## config.mk

```make
export PLATFORM = sky130hd
export DESIGN_NAME = tr_pulse_timer_flat
export DESIGN_NICKNAME = d
export VERILOG_FILES = /design/src/rtl/tr_pulse_timer_pkg.sv /design/src/rtl/tr_pulse_timer_if.sv /design/src/rtl/tr_down_counter.sv /design/src/rtl/tr_pulse_timer.sv /design/src/flat_wrapper.sv
export SDC_FILE = /design/constraint.sdc
export NUM_CORES = 1
export LEC_CHECK = 0
export CORE_MARGIN = 1.5
export CORE_UTILIZATION = 35
export CTS_CLUSTER_SIZE = 28
export DETAILED_ROUTE_END_ITERATION = 8
export MAX_ROUTING_LAYER = met4
export PLACE_DENSITY = 0.64
export SLEW_MARGIN = 25
export SYNTH_ARGS = -nofsm -noshare
export SYNTH_HDL_FRONTEND = slang
export SYNTH_SLANG_ARGS = --single-unit
```

## constraint.sdc

```tcl
create_clock -name clk -period 2.25 [get_ports clk]
set_clock_uncertainty 0.1 [all_clocks]
set_input_delay 0.45 -clock clk [delete_from_list [all_inputs] [get_ports clk]]
set_output_delay 0.45 -clock clk [all_outputs]
set_load 0.005 [all_outputs]
```

## src/rtl/tr_pulse_timer_pkg.sv

```systemverilog
// ============================================================================
// tr_pkg : shared state type and control/status bit indices for the TR timer
// Rev 1.0 - initial release
// ============================================================================
`default_nettype none

package tr_pkg;

    localparam int TR_CTRL_W = 4;
    localparam int TR_STAT_W = 4;

    // Bit positions are shared with the control-register slave.
    localparam int TR_CTRL_START = 0;
    localparam int TR_CTRL_STOP  = 1;
    localparam int TR_CTRL_MODE  = 2;
    localparam int TR_CTRL_CLEAR = 3;

    localparam int TR_STAT_BUSY  = 0;
    localparam int TR_STAT_DONE  = 1;
    localparam int TR_STAT_MODE  = 2;
    localparam int TR_STAT_WRAP  = 3;

    typedef enum logic [1:0] {
        IDLE = 2'd0,
        RUN  = 2'd1,
        DONE = 2'd2
    } tr_timer_state_t;

endpackage

`default_nettype wire

```

## src/rtl/tr_pulse_timer_if.sv

```systemverilog
// ============================================================================
// tr_pulse_timer_if : control-word strobe and status return between the
// register slave (master side) and the pulse timer (slave side)
// Rev 1.0 - initial release
// ============================================================================
`default_nettype none

interface tr_pulse_timer_if;

    logic                          ctrl_valid;
    logic [tr_pkg::TR_CTRL_W-1:0]  ctrl_data;
    logic [tr_pkg::TR_STAT_W-1:0]  status;

    modport master (
        output ctrl_valid,
        output ctrl_data,
        input  status
    );

    modport slave (
        input  ctrl_valid,
        input  ctrl_data,
        output status
    );

endinterface

`default_nettype wire

```

## src/rtl/tr_down_counter.sv

```systemverilog
// ============================================================================
// tr_down_counter : loadable down-counter that saturates at zero
// Rev 1.0 - initial release
// ============================================================================
`default_nettype none

module tr_down_counter #(
    parameter int CNT_W = 16
) (
    input  wire logic             clk,
    input  wire logic             rst,
    input  wire logic             i_load,
    input  wire logic [CNT_W-1:0] i_load_val,
    input  wire logic             i_en,
    output logic                  o_zero
);

    logic [CNT_W-1:0] r_cnt;

    always_ff @(posedge clk or negedge rst) begin
        if (!rst) begin
            r_cnt <= '0;
        end else if (i_load) begin
            r_cnt <= i_load_val;
        end else if (i_en && (r_cnt != '0)) begin
            r_cnt <= r_cnt - 1'b1;
        end
    end

    assign o_zero = (r_cnt == '0);

endmodule

`default_nettype wire

```

## src/rtl/tr_pulse_timer.sv

```systemverilog
// ============================================================================
// tr_pulse_timer : one-shot / continuous period timer with tick counter.
// Optional interrupt output enabled by defining TR_TIMER_IRQ_EN.
// Rev 1.0 - initial release
// ============================================================================
`default_nettype none

module tr_pulse_timer
    import tr_pkg::*;
#(
    parameter int PERIOD = 100,
    parameter int CNT_W  = 16,
    parameter int TCNT_W = 8
) (
    input  wire logic           clk,
    input  wire logic           rst,
    tr_pulse_timer_if.slave     ctrl_if,
    output logic                tick,
    output logic [TCNT_W-1:0]   tick_cnt
`ifdef TR_TIMER_IRQ_EN
    ,
    output logic                irq
`endif
);

    localparam logic [CNT_W-1:0] c_RELOAD = CNT_W'(PERIOD - 1);

    tr_timer_state_t   r_state;
    tr_timer_state_t   w_state_nxt;

    logic              w_start;
    logic              w_stop;
    logic              w_clear;
    logic              w_zero;
    logic              w_busy;
    logic              w_expire;
    logic              w_load;
    logic              w_en;

    logic              r_done;
    logic              r_mode;
    logic              r_wrap;
    logic [TCNT_W-1:0] r_tick_cnt;

    // STOP masks START when both arrive in the same word.
    assign w_stop  = ctrl_if.ctrl_valid & ctrl_if.ctrl_data[TR_CTRL_STOP];
    assign w_start = ctrl_if.ctrl_valid & ctrl_if.ctrl_data[TR_CTRL_START]
                   & ~ctrl_if.ctrl_data[TR_CTRL_STOP];
    assign w_clear = ctrl_if.ctrl_valid & ctrl_if.ctrl_data[TR_CTRL_CLEAR];

    always_ff @(posedge clk or negedge rst) begin
        if (!rst) begin
            r_state <= IDLE;
        end else begin
            r_state <= w_state_nxt;
        end
    end

    always_comb begin
        w_state_nxt = r_state;
        unique case (r_state)
            IDLE: begin
                if (w_start) w_state_nxt = RUN;
            end
            RUN: begin
                if (w_stop)                  w_state_nxt = IDLE;
                else if (w_start)            w_state_nxt = RUN;
                else if (w_zero && !r_mode)  w_state_nxt = DONE;
            end
            DONE: begin
                if (w_start)      w_state_nxt = RUN;
                else if (w_clear) w_state_nxt = IDLE;
            end
            default: w_state_nxt = IDLE;
        endcase
    end

    // An expiry coinciding with a restart or stop is swallowed.
    always_comb begin
        w_busy   = (r_state == RUN);
        w_expire = w_busy & w_zero & ~w_start & ~w_stop;
    end

    assign w_load = w_start | (w_expire & r_mode);
    assign w_en   = w_busy & ~w_stop;

    tr_down_counter #(
        .CNT_W (CNT_W)
    ) u_down_counter (
        .clk        (clk),
        .rst        (rst),
        .i_load     (w_load),
        .i_load_val (c_RELOAD),
        .i_en       (w_en),
        .o_zero     (w_zero)
    );

    // CLEAR dominates anything recorded in the same cycle.
    always_ff @(posedge clk or negedge rst) begin
        if (!rst) begin
            r_done     <= 1'b0;
            r_mode     <= 1'b0;
            r_wrap     <= 1'b0;
            r_tick_cnt <= '0;
        end else begin
            if (w_start) r_mode <= ctrl_if.ctrl_data[TR_CTRL_MODE];

            if (w_clear || w_start)       r_done <= 1'b0;
            else if (w_expire && !r_mode) r_done <= 1'b1;

            if (w_clear) begin
                r_tick_cnt <= '0;
                r_wrap     <= 1'b0;
            end else if (w_expire) begin
                r_tick_cnt <= r_tick_cnt + 1'b1;
                if (&r_tick_cnt) r_wrap <= 1'b1;
            end
        end
    end

`ifdef TR_TIMER_IRQ_EN
    logic r_irq;

    always_ff @(posedge clk or negedge rst) begin
        if (!rst) begin
            r_irq <= 1'b0;
        end else if (w_clear) begin
            r_irq <= 1'b0;
        end else if (w_expire) begin
            r_irq <= 1'b1;
        end
    end

    assign irq = r_irq;
`endif

    assign tick     = w_expire;
    assign tick_cnt = r_tick_cnt;

    assign ctrl_if.status[TR_STAT_BUSY] = w_busy;
    assign ctrl_if.status[TR_STAT_DONE] = r_done;
    assign ctrl_if.status[TR_STAT_MODE] = r_mode;
    assign ctrl_if.status[TR_STAT_WRAP] = r_wrap;

endmodule

`default_nettype wire

```

## src/flat_wrapper.sv

```systemverilog
// flat-port wrapper written by rule: the top's interface ports become plain ports
module tr_pulse_timer_flat import tr_pkg::*;
#(
    parameter int PERIOD = 100,
    parameter int CNT_W  = 16,
    parameter int TCNT_W = 8
)
  (clk, rst, tick, tick_cnt, ctrl_if_ctrl_valid, ctrl_if_ctrl_data, ctrl_if_status);
  tr_pulse_timer_if ctrl_if_i ();
  input  wire logic clk;
  input  wire logic rst;
  output logic tick;
  output logic [TCNT_W-1:0] tick_cnt;
  input wire logic [$bits(ctrl_if_i.ctrl_valid)-1:0] ctrl_if_ctrl_valid;
  input wire logic [$bits(ctrl_if_i.ctrl_data)-1:0] ctrl_if_ctrl_data;
  output wire logic [$bits(ctrl_if_i.status)-1:0] ctrl_if_status;
  assign ctrl_if_i.ctrl_valid = ctrl_if_ctrl_valid;
  assign ctrl_if_i.ctrl_data = ctrl_if_ctrl_data;
  assign ctrl_if_status = ctrl_if_i.status;
  tr_pulse_timer #(.PERIOD(PERIOD), .CNT_W(CNT_W), .TCNT_W(TCNT_W)) u_core (.clk(clk), .rst(rst), .ctrl_if(ctrl_if_i), .tick(tick), .tick_cnt(tick_cnt));
endmodule
```

==> flow_summary.yaml <==
setup_path:
  rr_worst_depth: 7
  crit_fanout: 2
  path_cells: "inv_1, ha_2, nor3b_4, nand4_2, nor2_2, dlygate4sd2_1"
  cp-start-kind: "register"
  crit-reg2reg-launch: "u_core.u_down_counter.r_cnt[0]$_DFFE_PN0P_"
  cp.buffers_inverters: 2
  critPathCapture: "tick"
  path_class: "register to output pin"
  r2r_end: "u_core.u_down_counter.r_cnt[12]$_DFFE_PN0P_"
  critical_path.endpoint_type: "output pin"
  crit_slowest_cell: "dfrtp_1"
  crit_start: "u_core.u_down_counter.r_cnt[0]$_DFFE_PN0P_"
  path_depth: 6
  worst_path_dominant_cell_family: "simple AND/OR/NAND/NOR gates"
  r2r_slack_ns: 0.15
  worst_path_largest_cell_delay_ns: 0.38
  cp.arrival_ns: 1.66
  cp_data_required_time_ns: 1.70
drt:
  vias: 1574
  drt_iter0_drc: 81
  ant_nets: 0
  drt_drc_violations_left: 0
  drt_pre_antenna_iters: 4
  wl_per_cell_um: 14.7
  wirelength_um: 4140
  via_per_inst: 5.60
global_route:
  grt_max_degree: 30
  antenna_found_initial: 0
  grt_first_pass_wirelength_um: 6890
  grt-ovfl-total: 0
  grt_pass1_vias: 1408
  grt_usage: 0.177
clocking:
  clock_latency_ns: 0.28
  cts_buffers: 5
  cts_max_path_buffers: 2
  cts.htree.levels: 2
  cts_tree: "yes"
  clk_pin_slew_ns: 0.06
  clock_sinks: 29
  clock_tree.root_cell: "clkbuf_8"
pwr:
  power_switching_mw: 0.516
  finalPower_mw: 1.61
  p_leak_nw: 0.932
  internal_power_mw: 1.10
  powerDensity_nw_per_um2: 713
  clkPwrFrac: 0.272
  pwr-share-seq: 0.413
  vdd_ir_drop_max_uv: 509
  p_sw_frac: 0.320
  p_comb_frac: 0.315
die:
  dieArea_um2: 5240
  num_rows: 25
  io_pins: 20
  die_w_um: 72.4
  core_um2: 4690
  die_h_um: 72.4
  start_util: 0.359
placed_design:
  place_hpwl_um: 2950
  gp_routability_congestion: 0.828
  placed_area_um2: 2120
  place_inst: 272
  io_buffer_count: 19
synth:
  seq_area_frac_synth: 0.430
  synth_top_area_share: 0.430
  yosysMostFrequentCell: "dfrtp_1"
  netlist_instances: 178
  yosysWarnings: 0
  ys_ff_latch: 29
  yosys.area.top_type: "dfrtp_1"
  yosys-top-cells-count: "29 x dfrtp_1, 18 x a21oi_1, 12 x or4_1"
  synth-main-ff-cell: "dfrtp_1"
  synth-edff-count: 0
  netlist_area_um2: 1690
  synthArstFlopShare: 1.00
  synth.distinct_cells: 41
  synth_area_per_cell_um2: 9.48
  synth_nets: 188
  synth_area_leaders: "dfrtp_1 43%, a21oi_1 5.3%, or4_1 5.3%"
final_layout:
  antennaDiodeCount: 0
  syn2layout_area_growth_pct: 34.1
  finalNonFillerCells: 281
  multiInputGateArea_um2: 922
  register_area_um2: 726
  drive_gt1_frac: 0.269
  nNetsFinal: 237
  design_area_um2: 2260
  num-fill-cells: 467
sta:
  finalWorstPathRequiredPeriod_ns: 2.21
  max_slew_margin: 0.743
  finalMaxSlewViolations: 0
  rsz0062_at_grt: "yes"
  clock.fmax_mhz: 452
  fin_setup_tns_ns: 0
  setup_viol: 0
  hold_violations: 0
  fin_crit_sh: 0.984
  worst_pin_slew_ns: 0.386
flow_run:
  drv_cap: 0
status:
  status: "complete, no violations"
worst_hold_path:
  hold_class: "register to register"
-- worst min-delay path by stage --
stage | to | startpoint | cells past startpoint
2_1_floorplan | u_core.r_done$_DFFE_PN0P_ | rst | 0
3_3_place_gp | u_core.r_done$_DFFE_PN0P_ | u_core.r_done$_DFFE_PN0P_ | 1
3_5_place_dp | u_core.r_done$_DFFE_PN0P_ | u_core.r_done$_DFFE_PN0P_ | 1
4_1_cts | u_core.r_done$_DFFE_PN0P_ | u_core.r_done$_DFFE_PN0P_ | 1
5_1_grt | u_core.r_done$_DFFE_PN0P_ | u_core.r_done$_DFFE_PN0P_ | 1
6_report | u_core.r_done$_DFFE_PN0P_ | u_core.r_done$_DFFE_PN0P_ | 1
-- metal layers --
metal | track usage | up-vias | part of all wire
li1 | - | 782 | -
met1 | 0.221 | 765 | 0.47
met2 | 0.283 | 25 | 0.50
met3 | 0.0542 | 2 | 0.028
met4 | 0.0398 | 0 | 0.0043
met5 | - | - | 0
-- worst reg2reg max path: stages, from the launching register on --
cell     delay [ns]
dfrtp_1        0.38
inv_1          0.08
ha_2           0.19
or3b_2         0.53
nor4_2         0.21
a31o_2         0.28
buf_4          0.17
a21oi_1        0.04
-- cells in the final DEF, fill, tap and decap left out, types with 2 or more instances in the layout --
master           instances
nor4_1                   2
mux2_2                   2
or2_2                    2
and3_1                   2
inv_1                    4
buf_4                   34
nand3_1                  9
or3_1                    9
clkdlybuf4s50_1         18
o21ai_1                  4
nand2_1                 11
nor2_1                   6
clkbuf_8                 6
dfrtp_1                 29
and2_1                   2
o31ai_1                 11
o21ai_0                  7
nor4_4                   2
ha_1                     2
a21oi_1                 18
or4_4                    3
o21a_1                   3
nand4_1                  3
nor4_2                   2
or4_1                   12
nor3_1                   4
-- power groups by stage --
stage | logic, mW | clock network, mW | registers (mW)
floorplan | 0.254 | 0 | 0.664
global placement | 0.458 | 0 | 0.670
detailed placement | 0.464 | 0 | 0.671
CTS | 0.492 | 0.448 | 0.664
global route | 0.559 | 0.479 | 0.675
finish | 0.507 | 0.439 | 0.666
-- state kept, by name, indices dropped and copies added (netlist names) --
register	cells
u_core.r_state	2
u_core.u_down_counter.r_cnt	16
u_core.r_done	1
u_core.r_mode	1
u_core.tick_cnt	8
u_core.r_wrap	1
-- layout make-up --
type                       count  share of cell area
sequential                    29               0.321
multi-input combinational    134               0.408
timing repair buffer          53               0.196
inverter                       4             0.00664
tap                           54              0.0299
clock buffer                   7              0.0382
-- timing repair --
action | in CTS | in global routing
hold buffers | 0 | 0
setup endpoints to repair | 2 | 11
resized for setup | 7 | 2
pin swaps | 3 | 1
buffers inserted | 1 | 1
-- stage by stage --
stage          worst slack (ns)  hold WS (ns)  utilization
5_1_grt                 -0.0669         0.423        0.482
3_5_place_dp             -0.164         0.390        0.452
2_1_floorplan             0.218        0.0544            -
4_1_cts                  0.0232         0.404        0.478
3_3_place_gp             -0.167         0.382        0.452
6_report                 0.0364         0.403        0.482
-- kinds of logic after synthesis --
logic type                 count (synthesis)  synth area share
AOI/OAI and AO/OA                         52             0.198
DFF                                       29             0.430
and+or+nand+nor                           77             0.289
adders and majority gates                  3            0.0223
buffers and inverters                     15            0.0467
muxes                                      2            0.0134
(Power assumes the default switching activity.)
